[config.mk]
export PLATFORM = sky130hd
export DESIGN_NAME = array_unpack_serializer_flat
export DESIGN_NICKNAME = d
export VERILOG_FILES = /design/src/rtl/array_unpack_serializer_if.sv /design/src/rtl/array_unpack_serializer.sv /design/src/flat_wrapper.sv
export SDC_FILE = /design/constraint.sdc
export NUM_CORES = 1
export LEC_CHECK = 0
export BUFFER_PORTS_ARGS = -buffer_cell sky130_fd_sc_hd__buf_2
export CAP_MARGIN = 20
export CORE_MARGIN = 2
export CORE_UTILIZATION = 42
export CTS_CLUSTER_SIZE = 30
export DETAILED_ROUTE_END_ITERATION = 12
export PLACE_DENSITY = 0.66
export RECOVER_POWER = 50
export SYNTH_ARGS = -nofsm -noshare
export SYNTH_HDL_FRONTEND = slang
export SYNTH_SLANG_ARGS = --single-unit
[constraint.sdc]
create_clock -name clk -period 2.4 [get_ports clk]
set_input_delay 0 -clock clk [delete_from_list [all_inputs] [get_ports clk]]
set_output_delay 0 -clock clk [all_outputs]
set_load 0.01 [all_outputs]
[src/rtl/array_unpack_serializer_if.sv]
// Frame-in / element-out handshake bundle for array_unpack_serializer.
// The slave modport is the serializer's view; master is the surrounding producer/consumer.
interface array_unpack_serializer_if #(
  parameter int ELEM_W = 8,
  parameter int DEPTH  = 4
);
  localparam int IDX_W = (DEPTH > 1) ? $clog2(DEPTH) : 1;

  logic              in_valid;
  logic              in_ready;
  logic [ELEM_W-1:0] in_arr [DEPTH-1:0];
  logic              out_valid;
  logic              out_ready;
  logic [ELEM_W-1:0] out_data;
  logic [IDX_W-1:0]  out_idx;
  logic              out_last;
  logic              busy;

  modport slave (
    input  in_valid, in_arr, out_ready,
    output in_ready, out_valid, out_data, out_idx, out_last, busy
  );

  modport master (
    output in_valid, in_arr, out_ready,
    input  in_ready, out_valid, out_data, out_idx, out_last, busy
  );
endinterface

[src/rtl/array_unpack_serializer.sv]
// Captures a whole unpacked-array frame and emits it one element per valid/ready beat.
// Define ARRAY_UNPACK_SER_REVERSE_EN to emit elements highest index first.
module array_unpack_serializer #(
  parameter int ELEM_W = 8,
  parameter int DEPTH  = 4
) (
  input  logic                     clk,
  input  logic                     rst_n,
  array_unpack_serializer_if.slave bus
);
  localparam int IDX_W = (DEPTH > 1) ? $clog2(DEPTH) : 1;

`ifdef ARRAY_UNPACK_SER_REVERSE_EN
  localparam logic [IDX_W-1:0] FIRST_IDX = IDX_W'(DEPTH - 1);
  localparam logic [IDX_W-1:0] LAST_IDX  = '0;
`else
  localparam logic [IDX_W-1:0] FIRST_IDX = '0;
  localparam logic [IDX_W-1:0] LAST_IDX  = IDX_W'(DEPTH - 1);
`endif

  typedef enum logic {IDLE = 1'b0, SEND = 1'b1} state_t;

  state_t            state_q;
  logic [ELEM_W-1:0] frameBuf_q [DEPTH-1:0];
  logic [IDX_W-1:0]  idx_q;
  logic [IDX_W-1:0]  idx_d;
  logic [ELEM_W-1:0] outData_q;
  logic              outLast_q;
  logic              accept;
  logic              beat;

  // A new frame may land on the last beat of the current one, giving gapless frames.
  assign bus.in_ready = (state_q == IDLE) || (outLast_q && bus.out_ready);
  assign accept       = bus.in_valid && bus.in_ready;
  assign beat         = (state_q == SEND) && bus.out_ready;

  assign bus.out_valid = (state_q == SEND);
  assign bus.busy      = (state_q == SEND);
  assign bus.out_data  = outData_q;
  assign bus.out_idx   = idx_q;
  assign bus.out_last  = outLast_q;

  // Never step past the last index, so the buffer read below stays in range.
  always_comb begin
    idx_d = idx_q;
    if (idx_q != LAST_IDX) begin
`ifdef ARRAY_UNPACK_SER_REVERSE_EN
      idx_d = idx_q - IDX_W'(1);
`else
      idx_d = idx_q + IDX_W'(1);
`endif
    end
  end

  always_ff @(posedge clk or negedge rst_n) begin
    if (!rst_n) begin
      state_q   <= IDLE;
      idx_q     <= '0;
      outData_q <= '0;
      outLast_q <= 1'b0;
      for (int i = 0; i < DEPTH; i++) begin
        frameBuf_q[i] <= '0;
      end
    end else if (accept) begin
      state_q    <= SEND;
      frameBuf_q <= bus.in_arr;
      idx_q      <= FIRST_IDX;
      outData_q  <= bus.in_arr[FIRST_IDX];
      outLast_q  <= (FIRST_IDX == LAST_IDX);
    end else if (beat) begin
      if (outLast_q) begin
        state_q   <= IDLE;
        outLast_q <= 1'b0;
      end else begin
        idx_q     <= idx_d;
        outData_q <= frameBuf_q[idx_d];
        outLast_q <= (idx_d == LAST_IDX);
      end
    end
  end
endmodule

[src/flat_wrapper.sv]
// flat-port wrapper written by rule: the top's interface ports become plain ports
module array_unpack_serializer_flat 
#(
  parameter int ELEM_W = 8,
  parameter int DEPTH  = 4
)
  (clk, rst_n, bus_in_valid, bus_in_arr, bus_out_ready, bus_in_ready, bus_out_valid, bus_out_data, bus_out_idx, bus_out_last, bus_busy);
  array_unpack_serializer_if #(.ELEM_W(ELEM_W), .DEPTH(DEPTH)) bus_i ();
  input  logic clk;
  input  logic rst_n;
  input wire logic [$bits(bus_i.in_valid)-1:0] bus_in_valid;
  input wire logic [$bits(bus_i.in_arr)-1:0] bus_in_arr;
  input wire logic [$bits(bus_i.out_ready)-1:0] bus_out_ready;
  output wire logic [$bits(bus_i.in_ready)-1:0] bus_in_ready;
  output wire logic [$bits(bus_i.out_valid)-1:0] bus_out_valid;
  output wire logic [$bits(bus_i.out_data)-1:0] bus_out_data;
  output wire logic [$bits(bus_i.out_idx)-1:0] bus_out_idx;
  output wire logic [$bits(bus_i.out_last)-1:0] bus_out_last;
  output wire logic [$bits(bus_i.busy)-1:0] bus_busy;
  assign bus_i.in_valid = bus_in_valid;
  assign bus_i.in_arr = {>>{bus_in_arr}};
  assign bus_i.out_ready = bus_out_ready;
  assign bus_in_ready = bus_i.in_ready;
  assign bus_out_valid = bus_i.out_valid;
  assign bus_out_data = bus_i.out_data;
  assign bus_out_idx = bus_i.out_idx;
  assign bus_out_last = bus_i.out_last;
  assign bus_busy = bus_i.busy;
  array_unpack_serializer #(.ELEM_W(ELEM_W), .DEPTH(DEPTH)) u_core (.clk(clk), .rst_n(rst_n), .bus(bus_i));
endmodule
==> results.md <==
- The endpoint identified for the worst register-to-register timing path is u_core.frameBuf_q[12]$_DFFE_PN0P_.
- After filler insertion, the fill cell instance count of the layout stands at 309.
- The cell count after synthesis is about 120.
- The detailed router finished its first iteration with 90 violations.
- The number of port buffers is slightly below 50.
- The startpoint of the most critical hold path is bus_in_valid.
- Measured in cells, the most critical reg-to-reg path has a length of 4.
- The critical path startpoint category is a register.
- After synthesis, the cell types taking the most area are dfrtp_1 (55%), mux2_2 (19%), buf_6 (3.4%).
- In the global route stage, overall resource usage came out at between 10% and 20%.
- In the detailed route, the total length drawn on met2 is 1850 um.
- TritonCTS created 5 clock buffers.
- In this run the mean area of a mapped cell was 13.4 um^2.
- Timing would allow up to between 500 and 600 MHz.
- CTS built an H-tree with a depth of 2.
- The initialized floorplan defines 22 standard-cell rows.
- Measured along the x axis, the die boundary spans 66.7 um.
- The cell area power density is around 1100 mW/mm^2.
- On the final layout, the worst hold slack is 0.0226 ns.
- The most used flip-flop cell after synthesis is dfrtp_1.
- After routing the design area is 0.00229 mm^2.
- The synthesized design spends more area on one cell type than any other, namely dfrtp_1.
- The count of endpoints failing setup in the final report is 0.
- The sink count of the clock tree is 36.
- The sort of element at the end of the critical path is a register.
- The proportion of layout cells with a drive suffix above 1 is 36.8%.
- The signal on the critical path passes through a21bo_1 -> and2_1 -> buf_4 -> mux2_2.
- Counting both buffers and inverters, the worst setup path holds a total of 1.
- The design draws ~2.5 mW.
- The flow ran to the end, and the final reports show no timing, DRC or antenna violations.
- Setup repair after global routing left no endpoint under its margin.
- The final global-route overflow total is 0.
- Of the synthesized area, sequential elements account for between 50 and 60%.
- Of all flip-flops after synthesis, the portion carrying an async set or reset was 100%.
- The number of antenna violations at the first check in global routing is 0.
- The net count of the finished layout is 239.
- The shortest clock period the worst path allows after layout is 1.89 ns.
- The class of the tightest hold or removal check is input pin to register.
- The critical path's slowest cell is dfrtp_1.
- The leakage power of the design is 1.04 nW.
- The post-placement worst setup slack is 0.541 ns.
- The half-perimeter wire length of the detailed placement result is 2380 um.
- In this run the count of I/O pins placed on the die edge is 50.
- The first global-routing pass estimated 5820 um of wire.
- The number of routed nets with antenna violations is 0.
- The clock arrives with 0.00569 ns of skew.
- The total vias in the final route is ~1.3k.
- Entering global routing, the biggest net connects 37 pins.
- After synthesis the cells add up to around 0.0017 mm^2.
- Setup slack closes at between 0.5 and 0.6 ns.
- The startpoint of the most critical register-to-register path is u_core.bus.busy$_DFFE_PN0P_.
- The number of different library cells in the post-synthesis netlist is 25.
- Clock latency on the worst-skew pair, taken at its later pin, is 0.28 ns.
- The path type of the worst setup path is register to register.
- The share of the clock period used by the worst path is 78.9%.
- For this run, the detailed router's first-pass iteration total came to 4.
- The tree is rooted in a clkbuf_8.
- STA puts the critical path data required time at 2.56 ns.
- The headroom to the max-slew limit is 40.8%.
- The post-CTS setup repair buffer count is 0.
- The synthesized design contains 0 enable-type register cells.
- By count the netlist is led by dfrtp_1 (36), mux2_2 (28), buf_6 (5), nand2b_1 (5).
- Signal routing reaches up to met4.
- The aggregate negative setup slack is 0 ns.
- The die covers 0.00445 mm^2.
- The count of synthesis-stage warnings from yosys is 0.
- The routed design uses between 100 and 150 um of met3 wire.
- The cell depth of the worst setup path is 4.
- The area share of the largest cell type after synthesis is 54.5%.
- Once layout is complete, the cells apart from fillers number 252.
- The via count of the first global-routing pass came to 1234.
- The antenna diode count is 0.
- The initial core utilization is between 40 and 50%.
- In this run the worst path has a maximum fanout of 26.
- TritonCTS built the clock tree.
- The synthesized netlist net count is 159.
- Across all register-to-register paths, the minimum setup slack is between 0.5 and 0.6 ns.
- The post-synthesis register bit count is 36.
- Counting instances, the worst hold path has a depth of 2.
- After clock tree synthesis, the clock-pin slew on the worst setup and hold paths is 0.07 ns.
- The core footprint is 0.00372 mm^2.
- The routability-driven placement congestion ratio is 0.763.
- The hold path endpoint is u_core.bus.busy$_DFFE_PN0P_.
- The count of unresolved DRC violations after routing is 0.
- The routed via count divided by cell count is between 4 and 5.
- The final cell utilization of the core is 61.8%.
- The most common cell in the netlist is dfrtp_1.
- After detailed routing, the average wire length per cell comes to 14.3 um.
- Among cell families on the critical path, the largest total delay comes from flip-flops.
- The area growth from synthesis to layout is 38.8%.
- The max capacitance violation total is 0.
- The height of the chip is approximately 67 um.
- VDD sags by at most ~570 uV.
- The number of placed instances, taps included is 211.
- The number of max-slew violations in the final report is 0.
- The total wirelength of the detailed-routed design is 3610 um.
- Counting along the longest clock path gives a buffer depth of 2.
- The post-place instance area is 0.00189 mm^2.
- The data arrival time of the critical path is 2.06 ns.
- The hold violation total from the final report is 0.
- The routed length on met1 is roughly 1600 um.
- The largest single stage delay on the critical path is 0.44 ns.
- The transition time at the pin with the least slew margin is 0.888 ns.
[area by class of cell]
| type | instances | area (um^2) | area share [%] |
|---|---|---|---|
| tap | 48 | 60.1 | 2.62 |
| sequential | 36 | 901 | 39.3 |
| clock buffer | 6 | 82.6 | 3.60 |
| timing repair buffer | 83 | 569 | 24.8 |
| multi-input combinational | 75 | 664 | 29.0 |
| clock inverter | 2 | 10.0 | 0.436 |
| inverter | 2 | 7.51 | 0.327 |
[cells by family after synthesis]
family / after synthesis / synth area share [%]
buffers and inverters: 12 / 5.30
AND/OR/NAND/NOR: 16 / 5.90
AO/OA/AOI/OAI: 27 / 12.8
multiplexers: 32 / 21.5
flip-flops: 36 / 54.5
[worst max-delay path by stage]
stage / start / end / slack, ns
finish: u_core.bus.busy$_DFFE_PN0P_ / u_core.frameBuf_q[12]$_DFFE_PN0P_ / 0.51
global route: u_core.bus.busy$_DFFE_PN0P_ / u_core.frameBuf_q[20]$_DFFE_PN0P_ / 0.39
CTS: u_core.bus.busy$_DFFE_PN0P_ / u_core.frameBuf_q[19]$_DFFE_PN0P_ / 0.52
detailed placement: u_core.bus.busy$_DFFE_PN0P_ / u_core.frameBuf_q[19]$_DFFE_PN0P_ / 0.54
global placement: u_core.bus.busy$_DFFE_PN0P_ / u_core.frameBuf_q[9]$_DFFE_PN0P_ / 0.61
floorplan: u_core.bus.busy$_DFFE_PN0P_ / u_core.bus.out_data[1]$_DFFE_PN0P_ / 0.73
[cells in the final DEF, fill, tap and decap left out, types with 5 or more instances in the layout]
master,instances
buf_2,37
dfrtp_1,36
dlygate4sd3_1,33
mux2_2,28
clkbuf_1,11
clkbuf_8,6
nand2b_1,5
[registers in the layout (all words and copies together) (netlist names)]
signal / flops
u_core.frameBuf_q: 24
u_core.bus.out_data: 8
u_core.bus.out_idx: 2
u_core.bus.busy: 1
u_core.bus.out_last: 1
[report_power, final]
group	internal (mW)	switching, mW
logic	0.539	0.397
clock network	0.229	0.205
registers	0.912	0.242
total	1.68	0.844
[routing by layer]
layer / vias up / global-route usage, %
met1: 619 / 22.4
met3: 5 / 3.55
li1: 607 / -
met2: 25 / 30.3
met4: 0 / 8.42
met5: - / 0
[repair_timing]
item,in CTS,in global routing
hold buffers,33,0
hold endpoints to repair,68,0
gates resized for setup,0,0
(Power assumes the default switching activity.)
